<file path="src/rtl/muldiv_ctrl_pkg.sv">
// -----------------------------------------------------------------------------
// muldiv_ctrl_pkg
// Shared definitions for the EX-stage multiply/divide sequencing controller:
// instruction op encodings, controller state encoding, the divide-by-zero
// result constant and the stall-request levels used by the stall controller.
// -----------------------------------------------------------------------------
package muldiv_ctrl_pkg;

  // req_op encodings as decoded by the EX stage.
  typedef enum logic [1:0] {
    OP_MULT  = 2'b00,
    OP_MULTU = 2'b01,
    OP_DIV   = 2'b10,
    OP_DIVU  = 2'b11
  } op_e;

  typedef enum logic [1:0] {
    S_IDLE     = 2'b00,
    S_MUL_BUSY = 2'b01,
    S_DIV_BUSY = 2'b10,
    S_DONE     = 2'b11
  } state_e;

  // x / 0 completes as HI = dividend, LO = every bit set to this value.
  localparam logic DIV0_LO_FILL = 1'b1;

  // Stall-request levels shared with the pipeline stall controller.
  localparam logic STOP    = 1'b1;
  localparam logic NO_STOP = 1'b0;

  // Bit 1 selects the divider, bit 0 selects the unsigned flavour.
  function automatic logic op_is_div(input op_e op);
    return op[1];
  endfunction

  function automatic logic op_is_signed(input op_e op);
    return ~op[0];
  endfunction

endpackage

</file>
<file path="src/rtl/muldiv_ctrl_if.sv">
// -----------------------------------------------------------------------------
// muldiv_ctrl_if
// Handshake bundle between the controller and the shared multiplier/divider.
//   master : controller side (drives start/sign/operands/annul)
//   slave  : unit side       (drives ready/result)
// Results are {hi, lo} for the multiplier and {remainder, quotient} for the
// divider, 2*DATA_W wide.
// -----------------------------------------------------------------------------
interface muldiv_ctrl_if #(
  parameter int DATA_W = 32
) ();

  logic                mul_start;
  logic                mul_sign;
  logic [DATA_W-1:0]   mul_op1;
  logic [DATA_W-1:0]   mul_op2;
  logic                mul_ready;
  logic [2*DATA_W-1:0] mul_result;

  logic                div_start;
  logic                div_signed;
  logic [DATA_W-1:0]   div_op1;
  logic [DATA_W-1:0]   div_op2;
  logic                div_annul;
  logic                div_ready;
  logic [2*DATA_W-1:0] div_result;

  modport master (
    output mul_start, mul_sign, mul_op1, mul_op2,
    output div_start, div_signed, div_op1, div_op2, div_annul,
    input  mul_ready, mul_result, div_ready, div_result
  );

  modport slave (
    input  mul_start, mul_sign, mul_op1, mul_op2,
    input  div_start, div_signed, div_op1, div_op2, div_annul,
    output mul_ready, mul_result, div_ready, div_result
  );

endinterface

</file>
<file path="src/rtl/muldiv_watchdog.sv">
// -----------------------------------------------------------------------------
// muldiv_watchdog
// Up-counter that measures how long the controller has been waiting on a unit.
//   clk, rst   : clock, synchronous active-high reset
//   clr_i      : clear the count (held while not waiting)
//   en_i       : count this cycle (controller is in a BUSY state)
//   expired_o  : this is the last allowed waiting cycle (count == TIMEOUT-1)
// TIMEOUT = 0 disables expiry altogether.
// -----------------------------------------------------------------------------
module muldiv_watchdog #(
  parameter int TIMEOUT = 64
) (
  input  logic clk,
  input  logic rst,
  input  logic clr_i,
  input  logic en_i,
  output logic expired_o
);

  localparam int              CNT_W = (TIMEOUT > 1) ? $clog2(TIMEOUT) : 1;
  localparam logic [CNT_W-1:0] LAST = CNT_W'((TIMEOUT > 0) ? TIMEOUT - 1 : 0);

  logic [CNT_W-1:0] count_q, count_d;
  logic             at_last;

  assign at_last   = (TIMEOUT > 0) && (count_q == LAST);
  assign expired_o = en_i && at_last;

  // NOTE: combinational next-state logic assigns a default first so no
  // path leaves count_d unassigned (which would infer a latch).
  always_comb begin
    count_d = count_q;
    if (clr_i) begin
      count_d = '0;
    end else if (en_i && !at_last) begin
      count_d = count_q + 1'b1;
    end
  end

  // NOTE: sequential state uses non-blocking assignments only, so every
  // flop samples pre-edge values regardless of block ordering.
  always_ff @(posedge clk) begin
    if (rst) begin
      count_q <= '0;
    end else begin
      count_q <= count_d;
    end
  end

endmodule

</file>
<file path="src/rtl/muldiv_ctrl.sv">
// -----------------------------------------------------------------------------
// muldiv_ctrl
// Sequences one MULT/MULTU/DIV/DIVU at a time from EX onto the shared
// multiplier or divider, stalls EX until HI/LO is captured, and holds the
// result (res_valid_o) until EX advances.
//   clk, rst        : clock, synchronous active-high reset
//   req_valid_i     : EX holds a mul/div instruction (level)
//   req_op_i        : op_e encoding
//   req_op1_i/op2_i : rs / rt values
//   req_advance_i   : EX loads the next instruction this cycle
//   flush_i         : kill the current request
//   stallreq_o      : stall request to the stall controller
//   res_valid_o     : HI/LO write enable for the held instruction
//   res_hi_o/lo_o   : HI (product high / remainder), LO (product low / quotient)
//   timeout_err_o   : one-cycle pulse on watchdog abort
//   unit_if         : start/ready handshakes to the multiplier and divider
// -----------------------------------------------------------------------------
module muldiv_ctrl
  import muldiv_ctrl_pkg::*;
#(
  parameter int DATA_W        = 32,
  parameter int TIMEOUT       = 64,
  parameter int DIV0_SHORTCUT = 1
) (
  input  logic              clk,
  input  logic              rst,
  input  logic              req_valid_i,
  input  logic [1:0]        req_op_i,
  input  logic [DATA_W-1:0] req_op1_i,
  input  logic [DATA_W-1:0] req_op2_i,
  input  logic              req_advance_i,
  input  logic              flush_i,
  output logic              stallreq_o,
  output logic              res_valid_o,
  output logic [DATA_W-1:0] res_hi_o,
  output logic [DATA_W-1:0] res_lo_o,
  output logic              timeout_err_o,
  muldiv_ctrl_if.master     unit_if
);

  state_e              state_q;
  logic                res_valid_q, timeout_err_q;
  logic [DATA_W-1:0]   res_hi_q, res_lo_q;
  logic                mul_start_q, mul_sign_q, div_start_q, div_signed_q;
  logic [DATA_W-1:0]   mul_op1_q, mul_op2_q, div_op1_q, div_op2_q;

  op_e                 op;
  logic                busy, wd_expired, unit_ready;
  logic [2*DATA_W-1:0] unit_result;

  assign op   = op_e'(req_op_i);
  assign busy = (state_q == S_MUL_BUSY) || (state_q == S_DIV_BUSY);

  // Only the ready of the unit we are waiting on counts; stray pulses from the
  // other unit, or while not busy, are ignored.
  assign unit_ready  = ((state_q == S_MUL_BUSY) && unit_if.mul_ready) ||
                       ((state_q == S_DIV_BUSY) && unit_if.div_ready);
  assign unit_result = (state_q == S_DIV_BUSY) ? unit_if.div_result : unit_if.mul_result;

  muldiv_watchdog #(
    .TIMEOUT (TIMEOUT)
  ) u_watchdog (
    .clk       (clk),
    .rst       (rst),
    .clr_i     (!busy),
    .en_i      (busy),
    .expired_o (wd_expired)
  );

  // The stall is already up in the first cycle the instruction sits in EX.
  assign stallreq_o = (req_valid_i && !flush_i && (state_q != S_DONE)) ? STOP : NO_STOP;

  // Ready beats expiry, so the divider is only annulled when it is abandoned.
  assign unit_if.div_annul = !rst && (state_q == S_DIV_BUSY) &&
                             (flush_i || (wd_expired && !unit_if.div_ready));

  always_ff @(posedge clk) begin
    if (rst) begin
      state_q       <= S_IDLE;
      res_valid_q   <= 1'b0;
      res_hi_q      <= '0;
      res_lo_q      <= '0;
      timeout_err_q <= 1'b0;
      mul_start_q   <= 1'b0;
      mul_sign_q    <= 1'b0;
      mul_op1_q     <= '0;
      mul_op2_q     <= '0;
      div_start_q   <= 1'b0;
      div_signed_q  <= 1'b0;
      div_op1_q     <= '0;
      div_op2_q     <= '0;
    end else begin
      timeout_err_q <= 1'b0;
      if (flush_i) begin
        // Flush wins over ready, expiry and advance; HI/LO are never written.
        state_q     <= S_IDLE;
        res_valid_q <= 1'b0;
        mul_start_q <= 1'b0;
        div_start_q <= 1'b0;
      end else begin
        case (state_q)
          S_IDLE: begin
            if (req_valid_i) begin
              if (!op_is_div(op)) begin
                state_q      <= S_MUL_BUSY;
                mul_start_q  <= 1'b1;
                mul_sign_q   <= op_is_signed(op);
                mul_op1_q    <= req_op1_i;
                mul_op2_q    <= req_op2_i;
                div_signed_q <= 1'b0;
                div_op1_q    <= '0;
                div_op2_q    <= '0;
              end else if ((DIV0_SHORTCUT != 0) && (req_op2_i == '0)) begin
                // The divider is never started for x / 0.
                state_q      <= S_DONE;
                res_valid_q  <= 1'b1;
                res_hi_q     <= req_op1_i;
                res_lo_q     <= {DATA_W{DIV0_LO_FILL}};
                mul_sign_q   <= 1'b0;
                mul_op1_q    <= '0;
                mul_op2_q    <= '0;
                div_signed_q <= 1'b0;
                div_op1_q    <= '0;
                div_op2_q    <= '0;
              end else begin
                state_q      <= S_DIV_BUSY;
                div_start_q  <= 1'b1;
                div_signed_q <= op_is_signed(op);
                div_op1_q    <= req_op1_i;
                div_op2_q    <= req_op2_i;
                mul_sign_q   <= 1'b0;
                mul_op1_q    <= '0;
                mul_op2_q    <= '0;
              end
            end
          end
          S_MUL_BUSY, S_DIV_BUSY: begin
            if (unit_ready) begin
              state_q     <= S_DONE;
              res_valid_q <= 1'b1;
              res_hi_q    <= unit_result[2*DATA_W-1:DATA_W];
              res_lo_q    <= unit_result[DATA_W-1:0];
              mul_start_q <= 1'b0;
              div_start_q <= 1'b0;
            end else if (wd_expired) begin
              state_q       <= S_DONE;
              res_valid_q   <= 1'b1;
              res_hi_q      <= '0;
              res_lo_q      <= '0;
              timeout_err_q <= 1'b1;
              mul_start_q   <= 1'b0;
              div_start_q   <= 1'b0;
            end
          end
          S_DONE: begin
            // A still-asserted req_valid belongs to the held instruction and
            // must not restart it; only advance releases the result.
            if (req_advance_i) begin
              state_q     <= S_IDLE;
              res_valid_q <= 1'b0;
            end
          end
          default: state_q <= S_IDLE;
        endcase
      end
    end
  end

  assign res_valid_o        = res_valid_q;
  assign res_hi_o           = res_hi_q;
  assign res_lo_o           = res_lo_q;
  assign timeout_err_o      = timeout_err_q;
  assign unit_if.mul_start  = mul_start_q;
  assign unit_if.mul_sign   = mul_sign_q;
  assign unit_if.mul_op1    = mul_op1_q;
  assign unit_if.mul_op2    = mul_op2_q;
  assign unit_if.div_start  = div_start_q;
  assign unit_if.div_signed = div_signed_q;
  assign unit_if.div_op1    = div_op1_q;
  assign unit_if.div_op2    = div_op2_q;

endmodule

</file>
<file path="src/flat_wrapper.sv">
// flat-port wrapper written by rule: the top's interface ports become plain ports
module muldiv_ctrl_flat import muldiv_ctrl_pkg::*;
#(
  parameter int DATA_W        = 32,
  parameter int TIMEOUT       = 64,
  parameter int DIV0_SHORTCUT = 1
)
  (clk, rst, req_valid_i, req_op_i, req_op1_i, req_op2_i, req_advance_i, flush_i, stallreq_o, res_valid_o, res_hi_o, res_lo_o, timeout_err_o, unit_if_mul_start, unit_if_mul_sign, unit_if_mul_op1, unit_if_mul_op2, unit_if_div_start, unit_if_div_signed, unit_if_div_op1, unit_if_div_op2, unit_if_div_annul, unit_if_mul_ready, unit_if_mul_result, unit_if_div_ready, unit_if_div_result);
  muldiv_ctrl_if #(.DATA_W(DATA_W)) unit_if_i ();
  input  logic clk;
  input  logic rst;
  input  logic req_valid_i;
  input  logic [1:0] req_op_i;
  input  logic [DATA_W-1:0] req_op1_i;
  input  logic [DATA_W-1:0] req_op2_i;
  input  logic req_advance_i;
  input  logic flush_i;
  output logic stallreq_o;
  output logic res_valid_o;
  output logic [DATA_W-1:0] res_hi_o;
  output logic [DATA_W-1:0] res_lo_o;
  output logic timeout_err_o;
  output wire logic [$bits(unit_if_i.mul_start)-1:0] unit_if_mul_start;
  output wire logic [$bits(unit_if_i.mul_sign)-1:0] unit_if_mul_sign;
  output wire logic [$bits(unit_if_i.mul_op1)-1:0] unit_if_mul_op1;
  output wire logic [$bits(unit_if_i.mul_op2)-1:0] unit_if_mul_op2;
  output wire logic [$bits(unit_if_i.div_start)-1:0] unit_if_div_start;
  output wire logic [$bits(unit_if_i.div_signed)-1:0] unit_if_div_signed;
  output wire logic [$bits(unit_if_i.div_op1)-1:0] unit_if_div_op1;
  output wire logic [$bits(unit_if_i.div_op2)-1:0] unit_if_div_op2;
  output wire logic [$bits(unit_if_i.div_annul)-1:0] unit_if_div_annul;
  input wire logic [$bits(unit_if_i.mul_ready)-1:0] unit_if_mul_ready;
  input wire logic [$bits(unit_if_i.mul_result)-1:0] unit_if_mul_result;
  input wire logic [$bits(unit_if_i.div_ready)-1:0] unit_if_div_ready;
  input wire logic [$bits(unit_if_i.div_result)-1:0] unit_if_div_result;
  assign unit_if_mul_start = unit_if_i.mul_start;
  assign unit_if_mul_sign = unit_if_i.mul_sign;
  assign unit_if_mul_op1 = unit_if_i.mul_op1;
  assign unit_if_mul_op2 = unit_if_i.mul_op2;
  assign unit_if_div_start = unit_if_i.div_start;
  assign unit_if_div_signed = unit_if_i.div_signed;
  assign unit_if_div_op1 = unit_if_i.div_op1;
  assign unit_if_div_op2 = unit_if_i.div_op2;
  assign unit_if_div_annul = unit_if_i.div_annul;
  assign unit_if_i.mul_ready = unit_if_mul_ready;
  assign unit_if_i.mul_result = unit_if_mul_result;
  assign unit_if_i.div_ready = unit_if_div_ready;
  assign unit_if_i.div_result = unit_if_div_result;
  muldiv_ctrl #(.DATA_W(DATA_W), .TIMEOUT(TIMEOUT), .DIV0_SHORTCUT(DIV0_SHORTCUT)) u_core (.clk(clk), .rst(rst), .req_valid_i(req_valid_i), .req_op_i(req_op_i), .req_op1_i(req_op1_i), .req_op2_i(req_op2_i), .req_advance_i(req_advance_i), .flush_i(flush_i), .stallreq_o(stallreq_o), .res_valid_o(res_valid_o), .res_hi_o(res_hi_o), .res_lo_o(res_lo_o), .timeout_err_o(timeout_err_o), .unit_if(unit_if_i));
endmodule
</file>
<file path="config.mk">
export PLATFORM = sky130hd
export DESIGN_NAME = muldiv_ctrl_flat
export DESIGN_NICKNAME = d
export VERILOG_FILES = /design/src/rtl/muldiv_ctrl_pkg.sv /design/src/rtl/muldiv_ctrl_if.sv /design/src/rtl/muldiv_watchdog.sv /design/src/rtl/muldiv_ctrl.sv /design/src/flat_wrapper.sv
export SDC_FILE = /design/constraint.sdc
export NUM_CORES = 1
export LEC_CHECK = 0
export CORE_ASPECT_RATIO = 2
export CORE_MARGIN = 2
export CORE_UTILIZATION = 37
export CTS_BUF_LIST = sky130_fd_sc_hd__clkbuf_4 sky130_fd_sc_hd__clkbuf_8 sky130_fd_sc_hd__clkbuf_16
export DETAILED_ROUTE_END_ITERATION = 7
export PLACE_DENSITY = 0.8
export RECOVER_POWER = 100
export SYNTH_ARGS = -nofsm -noshare
export SYNTH_HDL_FRONTEND = slang
export SYNTH_SLANG_ARGS = --single-unit
</file>
<file path="constraint.sdc">
create_clock -name clk -period 2.5 [get_ports clk]
set_input_delay 0.75 -clock clk [delete_from_list [all_inputs] [get_ports clk]]
set_output_delay 0.75 -clock clk [all_outputs]
set_load 0.01 [all_outputs]
</file>
; ---- Yosys cells after proc, flatten, opt, wreduce, memory -nomap -nowiden
; Cells that the tools add are included.
; W data, S select, Z words.
[classes]
addsub = 1
n_eq_ne = 12
n_mux = 46
bitwise = 4
n_reduce_logical = 29
[op_table]
columns = cell, count
row1 = $mux W32, 15
row2 = $pmux W32 S2, 2
row3 = $mux W64, 1
row4 = $logic_not A32 Y1, 1
row5 = $mux W1, 19
row6 = $ne A2 B2 Y1 const B, 6
row7 = $mux W2, 5
row8 = $reduce_and A5 Y1, 2
row9 = $logic_and A1 B1 Y1, 9
row10 = $add A6 B1 Y6 const B, 1
row11 = $eq A6 B6 Y1 const B, 1
row12 = $pmux W2 S3, 1
row13 = $reduce_and A3 Y1, 2
row14 = $reduce_and A6 Y1, 1
row15 = $reduce_or A2 Y1, 3
row16 = $eq A2 B2 Y1 const B, 2
row17 = $logic_not A1 Y1, 4
row18 = $not A1 Y1, 4
row19 = $pmux W1 S2, 2
row20 = $reduce_and A4 Y1, 1
row21 = $reduce_or A4 Y1, 1
row22 = $logic_or A1 B1 Y1, 3
row23 = $ne A3 B1 Y1 const B, 1
row24 = $pmux W1 S3, 1
row25 = 4 further kinds, 4
[totals]
register_bits = 206
inputBits = 201
word_cells = 106

; ---- Logic depth before layout (Yosys ltp)
; Gate-level depths: netlist (run 1).
[logic_depth]
word_depth = 6
ltp_mapped = 9
depth_no_buf = 7

; ---- Modules after synthesis
; Synthesis (run 1) repeated with hierarchy kept, for this count alone.
[unflattened]
cells_unflattened = 1010
hier_area_um2 = 9212.6
[by_module_without_submodules]
columns = module, instances, cells_per_inst, area_per_inst_um2
row1 = muldiv_ctrl, 1, 977, 8907.3
row2 = muldiv_watchdog, 1, 33, 305.3

; ---- Least setup slack after synthesis (run 1)
; OpenSTA, ideal clock, no wires.
[synth_timing]
path_type = reg-to-output
startpoint = reg u_core.state_q[0]
endpoint = out unit_if_div_annul
arrival_time_ps = 1648
required_time_ps = 1750
setup_slack_ps = 102
path_stages_with_launch = 8
cell_sequence = dfxtp_1 -> inv_1 -> ha_1 -> clkbuf_1 -> inv_2 -> clkbuf_1 -> nor3_1 -> o211a_1
[synth_between]
elab_chain_cells = 6
elab_cells_between_ends = 8
[synth_lines]
columns = element, line
row1 = start: declaration, muldiv_ctrl.sv:41  ; state_e state_q;
row2 = start signal: assignment, muldiv_ctrl.sv:79  ; state_q <= S_IDLE;
row3 = start signal: assignment, muldiv_ctrl.sv:96  ; state_q <= S_IDLE;
row4 = start signal: assignment, muldiv_ctrl.sv:105  ; state_q <= S_MUL_BUSY;
row5 = $eq A2 B1 Y1 / $eq A2 B2 Y1 (equally long branches), "muldiv_ctrl.sv:52, muldiv_ctrl.sv:74"
row6 = $logic_or A1 B1 Y1, muldiv_ctrl.sv:52  ; assign busy = (state_q == S_MUL_BUSY) || (state_q == S_DIV_BUSY);
row7 = $logic_and A1 B1 Y1, muldiv_watchdog.sv:27  ; assign expired_o = en_i && at_last;
row8 = $logic_and A1 B1 Y1, muldiv_ctrl.sv:75  ; (flush_i || (wd_expired && !unit_if.div_ready));
row9 = $logic_or A1 B1 Y1, muldiv_ctrl.sv:75
row10 = $logic_and A1 B1 Y1 *, muldiv_ctrl.sv:74  ; assign unit_if.div_annul = !rst && (state_q == S_DIV_BUSY) &&
row11 = end: declaration, flat_wrapper.sv:31  ; output wire logic [$bits(unit_if_i.div_annul)-1:0] unit_if_div_annul;
; Every way passes the cells marked *; elsewhere a longest branch is shown, timed or not.

; ---- Worst setup path in the final report (run 1)
[layout_timing]
startpoint = in unit_if_div_ready
endpoint = out unit_if_div_annul
[layout_between]
elab_chain_cells = 4
[layout_lines]
columns = element, line
row1 = start: declaration, flat_wrapper.sv:34  ; input wire logic [$bits(unit_if_i.div_ready)-1:0] unit_if_div_ready;
row2 = $logic_not A1 Y1, muldiv_ctrl.sv:75
row3 = $logic_and A1 B1 Y1, muldiv_ctrl.sv:75
row4 = $logic_or A1 B1 Y1, muldiv_ctrl.sv:75
row5 = $logic_and A1 B1 Y1, muldiv_ctrl.sv:74
; Every way passes these cells.

==> results of run 1 <==
-- final timing paths --
kind | depth (start not counted) | endpoint | start | slack (ps)
worst min-delay path | 2 | u_core.res_valid_o | u_core.res_valid_o | 480
worst max-delay path | 4 | unit_if_div_annul | unit_if_div_ready | -10
worst min register to register | 2 | u_core.res_valid_o | u_core.res_valid_o | 480
worst max register to register | 9 | u_core.res_hi_o[27] | u_core.state_q[0] | 250
-- placed cells by master (no fill, tap or decap), types with 3 or more instances in the layout --
| master | instances |
|---|---|
| a211oi_1 | 5 |
| clkinv_2 | 3 |
| dfxtp_2 | 3 |
| nor2_1 | 138 |
| mux2i_1 | 63 |
| clkbuf_16 | 21 |
| o211ai_1 | 30 |
| clkdlybuf4s50_1 | 395 |
| buf_6 | 4 |
| o221a_2 | 29 |
| ha_4 | 3 |
| a211oi_2 | 30 |
| clkbuf_8 | 5 |
| clkbuf_4 | 4 |
| inv_1 | 7 |
| nor3b_1 | 64 |
| a21oi_1 | 140 |
| nand2_1 | 7 |
| o21ai_0 | 6 |
| a22oi_1 | 66 |
| xnor2_1 | 3 |
| nand3_1 | 3 |
| ha_1 | 4 |
| nor4_1 | 8 |
| nor3_1 | 34 |
| buf_12 | 17 |
| dfxtp_1 | 203 |
| buf_4 | 64 |
-- state kept, by name, summed over array words and instances, names as in the netlist --
signal	cells
u_core.unit_if.mul_op2	32
u_core.unit_if.div_op1	32
u_core.unit_if.mul_op1	32
u_core.timeout_err_o	1
u_core.res_hi_o	32
u_core.state_q	2
u_core.unit_if.mul_sign	1
u_core.res_lo_o	32
u_core.unit_if.mul_start	1
u_core.unit_if.div_start	1
u_core.unit_if.div_op2	32
u_core.u_watchdog.count_q	6
u_core.unit_if.div_signed	1
u_core.res_valid_o	1
-- power by group through the flow --
stage	registers, uW	clock network (uW)	logic [uW]
detailed placement	3540	0	1730
global placement	3530	0	1710
global route	3480	3170	1890
floorplan	3590	0	741
CTS	3460	3070	1750
finish	3460	2990	1770
-- per-layer routing --
| layer | up-vias | GRT usage |
|---|---|---|
| met3 | 94 | 0.0505 |
| li1 | 4436 | - |
| met4 | 0 | 0.113 |
| met5 | - | 0 |
| met2 | 428 | 0.435 |
| met1 | 4511 | 0.270 |
-- what timing repair did --
item | CTS | global route
buffers inserted | 2 | 0
setup endpoints to repair | 132 | 46
gates resized for setup | 18 | 12
hold buffers | 0 | 0
cloned | 1 | 2
pin swaps | 4 | 2
-- worst register-to-register path, cell delays in order (launching register included) --
cell and delay (ps):
dfxtp_1 350, inv_2 60, ha_4 250, inv_2 80
buf_4 310, nor2_1 160, a221oi_4 370, buf_4 270
a21oi_1 110, a211oi_2 210
-- cells by family (layout without fill, tap and decap cells) --
logic type               after synthesis  count (layout)  synth area share
AO/OA/AOI/OAI                        320             320             0.255
other                                  0               2                 0
multiplexers                          65              65            0.0718
AND/OR/NAND/NOR                      273             273             0.154
buffers and inverters                112             530            0.0530
adder cells (fa/ha/maj)                7               7           0.00963
flip-flops                           206             206             0.453
XOR/XNOR                               3               3           0.00289
-- area by class of cell --
cell class / instances / area, um2
diodes: 2 / 5.00
clock buffers: 28 / 574
clock inverters: 5 / 53.8
fillers: 2063 / 9650
inverters: 9 / 33.8
multi-input cells: 668 / 4580
flip-flops and latches: 206 / 4130
well taps: 290 / 363
repair buffers: 488 / 4940
-- per-stage QoR --
| step | setup TNS [ps] | utilization | instances | setup slack (ps) |
|---|---|---|---|---|
| finish | -14.1 | 0.603 | 1696 | -14.1 |
| CTS | -42.8 | 0.599 | 1692 | -42.8 |
| global placement | -104440 | 0.571 | 1656 | -816 |
| global route | -139 | 0.603 | 1696 | -82.5 |
| detailed placement | -106230 | 0.571 | 1656 | -851 |
| floorplan | 0 | - | 986 | 102 |
==> metrics.yaml, run 1 <==
final_area_mm2: 0.0147
fmax_mhz: 398
async_flop_share: 0
fin_crit_sh: 1.01
switching_share: 0.270
synth_edf_count: 0
crit_buf_inv: 2
tightestPinTransition_ps: 826
p_clk_frac: 0.363
skew_ps: 18.0
switching_power_uw: 2220
overflow: 0
viasPerCell: 5.58
drv_cap: 0
violations: "negative setup slack"
clock_path_buffers: 3
outcome: "finished with violations"
antenna_left: 0
yosysWarningCount: 0
cts_root_buffer: "clkbuf_16"
hold_viol_final: 0
seq_power_share: 0.421
synth_top_cell_area_share: 0.453
fp.dieH_um: 226
row_count: 81
cts.sinks: 206
m1WireLength_um: 12600
intPower_uw: 6010
crit_fanout: 3
max_slew_margin: 0.449
ir_worst_vdd_mv: 0.566
fin_crit_ps: 2510
wl_per_cell_um: 20.1
synth_cells: 986
synth.avg_cell_area_um2: 9.22
yosysTopAreaCell: "dfxtp_1"
highest_layer: "met4"
power_uw: 8230
place_hpwl_um: 24400
postLayoutSetupSlackWorst_ps: -14.1
route.met3.wl_um: 2430
cp_slowest_cell: "clkdlybuf4s50_1"
grt_pass1_wl_um: 49700
synth-main-ff-cell: "dfxtp_1"
synthTopCellsByArea: "dfxtp_1 (45%), a21oi_1 (7.7%), mux2i_1 (6.9%)"
pwr-share-comb: 0.215
syn_nets: 1194
drc: 0
layout-drive-gt1-share: 0.148
synthDistinctLibCells: 47
vias: 9469
io_pins: 401
crit_chain: "clkdlybuf4s50_1, nor3_4, o211a_1, buf_2"
syn2layout_area_growth_pct: 61.4
gp_congestion: 0.849
grt_pass1_vias: 9042
cp-start-kind: "input pin"
die-area_mm2: 0.0259
numCtsBuffers: 19
hold_class: "reg -> reg"
ys_seq_elements: 206
initial_utilization: 0.374
grt_max_degree: 166
clkTransAtPathRegs_ps: 70
h-tree-depth: 1
grt_usage: 0.243
slowest_delay_ps: 520
path_delay_family: "buffers and inverters"
layout.nets: 1600
clk_latency_ps: 510
p_leak_uw: 0.00510
antenna_found_initial: 2
numPortBuffers: 400
rsz0062_at_grt: "yes"
syn_area_mm2: 0.00909
yosysSeqAreaShare: 0.453
cp-end-kind: "output pin"
hold_ws_ps: 479
core-area_mm2: 0.0243
dr.pass1.iters: 5
path_class: "in -> out"
cts_tree: "yes"
synth_most_common_cell: "dfxtp_1"
cellPowerDensity_mw_per_mm2: 561
fp.dieW_um: 115
drtIter0Drc: 653
drt_wl_total_um: 34000
setup_viol: 1
dpl_cell_area_mm2: 0.0139
route.met2.wl_um: 17200
worstPathArrival_ps: 1760
crit_required_ps: 1750
drv_slew: 0
synth_common_cells: "dfxtp_1 (206), a21oi_1 (140), nor2_1 (139)"
No activity file was read; power rests on OpenSTA's default activity.
==> run 2: changes to the inputs <==
--- a/config.mk
+++ b/config.mk
@@ -5,7 +5,6 @@
 export SDC_FILE = /design/constraint.sdc
 export NUM_CORES = 1
 export LEC_CHECK = 0
-export CORE_ASPECT_RATIO = 2
 export CORE_MARGIN = 2
 export CORE_UTILIZATION = 37
 export CTS_BUF_LIST = sky130_fd_sc_hd__clkbuf_4 sky130_fd_sc_hd__clkbuf_8 sky130_fd_sc_hd__clkbuf_16
==> metrics.yaml, run 2 (synthesis results as in run 1) <==
outcome: "complete, no violations"
grtUsageMet1: 0.297
dpl_cell_area_mm2: 0.0139
hold_viol_final: 0
antenna_left: 0
mostFrequentLayoutCell: "clkdlybuf4s50_1"
cp-start-kind: "register"
cts_hold_buf: 0
clk_latency_ps: 510
fp.dieH_um: 161
cts_root_buffer: "clkbuf_16"
cellPowerDensity_mw_per_mm2: 602
path_class: "reg -> out"
initial_utilization: 0.375
vias: 9311
fp.dieW_um: 161
h-tree-depth: 1
hold_class: "reg -> reg"
drv_cap: 0
grtUsageMet3: 0.0777
antenna_found_initial: 0
crit_fanout: 2
insertedDiodeCount: 0
cts.sinks: 206
setup_viol: 0
max_slew_margin: 0.330
wl_per_cell_um: 19.3
grt-busiest-layer: "met2"
fin_crit_ps: 2440
io_pins: 401
grt_max_degree: 166
grt_usage: 0.242
fill_cells: 2028
dr.pass1.iters: 5
overflow: 0
final_cell_mix: "clkdlybuf4s50_1 (396), dfxtp_1 (204), a21oi_1 (140), nor2_1 (138), a22oi_1 (66)"
p_leak_uw: 0.00513
syn2layout_area_growth_pct: 62.7
grt_pass1_wl_um: 50300
tightestPinTransition_ps: 1000
core-area_mm2: 0.0242
power_uw: 8900
drtIter0Drc: 540
layout.nets: 1597
gp_congestion: 0.883
skew_ps: 7.69
r2r_cells: 9
final_util: 0.610
worstPathArrival_ps: 1690
drv_slew: 0
ir_worst_vdd_mv: 0.513
critical_path.endpoint: "unit_if_div_annul"
r2r-start: "u_core.state_q[0]"
r2r-end: "u_core.res_lo_o[25]"
viasPerCell: 5.38
min_from: "u_core.res_valid_o"
rsz0062_at_grt: "yes"
die-area_mm2: 0.0258
numCtsBuffers: 24
drc: 0
final_area_mm2: 0.0148
drt_wl_total_um: 33300
place_hpwl_um: 23200
numPortBuffers: 400
layout-drive-gt1-share: 0.148
cts_tree: "yes"
use_met2: 0.404
clkTransAtPathRegs_ps: 60
fin_crit_sh: 0.978
fmax_mhz: 409
startpoint: "u_core.u_watchdog.count_q[1]"
grt_pass1_vias: 9064
crit_required_ps: 1750
clock_path_buffers: 3
row_count: 57
r2r_slack_ps: 190
cp-end-kind: "output pin"
## run 2: changes by cell type in the layout (fill, tap and decap cells not counted), sizes merged, moves of 2 or more
cell	change
buf	-6
bufinv	+2
clkbuf	+4
clkinv	+2
diode	-2
## run 2: power by group
part / switching (uW) / leakage (uW) / internal [uW]
Clock: 1380 / 0.000425 / 2320
Combinational: 862 / 0.00303 / 876
Sequential: 64.7 / 0.00167 / 3400
## run 2: how the worst min path moves through the flow
stage,endpoint,slack (ps),cells after the start
floorplan,u_core.u_watchdog.count_q[3],480,2
global placement,u_core.res_valid_o,450,2
detailed placement,u_core.res_valid_o,470,2
CTS,u_core.res_valid_o,480,2
global route,u_core.res_valid_o,490,2
finish,u_core.res_valid_o,480,2
## run 2: what timing repair did
item / in CTS / in global routing
buffers inserted: 0 / 3
pin swaps: 2 / 1
endpoints found under the setup margin: 21 / 44
gates resized for setup: 13 / 9
## run 2: worst max-delay path, cell delays in order, from the launching register on
cell	delay [ps]
dfxtp_2	350
ha_4	150
nand3_4	80
or2_4	250
nor3_2	100
o211a_1	160
buf_6	100
## run 2: per-layer routing
| layer | up-vias | routed length [um] |
|---|---|---|
| met5 | - | 0 |
| met1 | 4430 | 13300 |
| met2 | 396 | 15700 |
| met4 | 0 | 1070 |
| li1 | 4426 | - |
| met3 | 59 | 3270 |
## run 2: per-stage QoR
step / TNS, ps / hold slack [ps] / std cells / worst slack (ps)
after global routing: -8.21 / 486 / 1730 / -8.21
after CTS: -5.16 / 481 / 1727 / -5.16
after detailed placement: -57390 / 473 / 1684 / -553
after floorplan: 0 / 483 / 986 / 102
final: 0 / 481 / 1730 / 56.1
after global placement: -58110 / 451 / 1684 / -530
## run 2: area by class of cell
class                   instances  area [um2]  share of cell area
inverters                       9        33.8             0.00228
flip-flops and latches        206        4130               0.279
repair buffers                480        4800               0.324
clock inverters                 9         123             0.00829
clock buffers                  34         724              0.0490
multi-input cells             668        4580               0.310
well taps                     324         405              0.0274
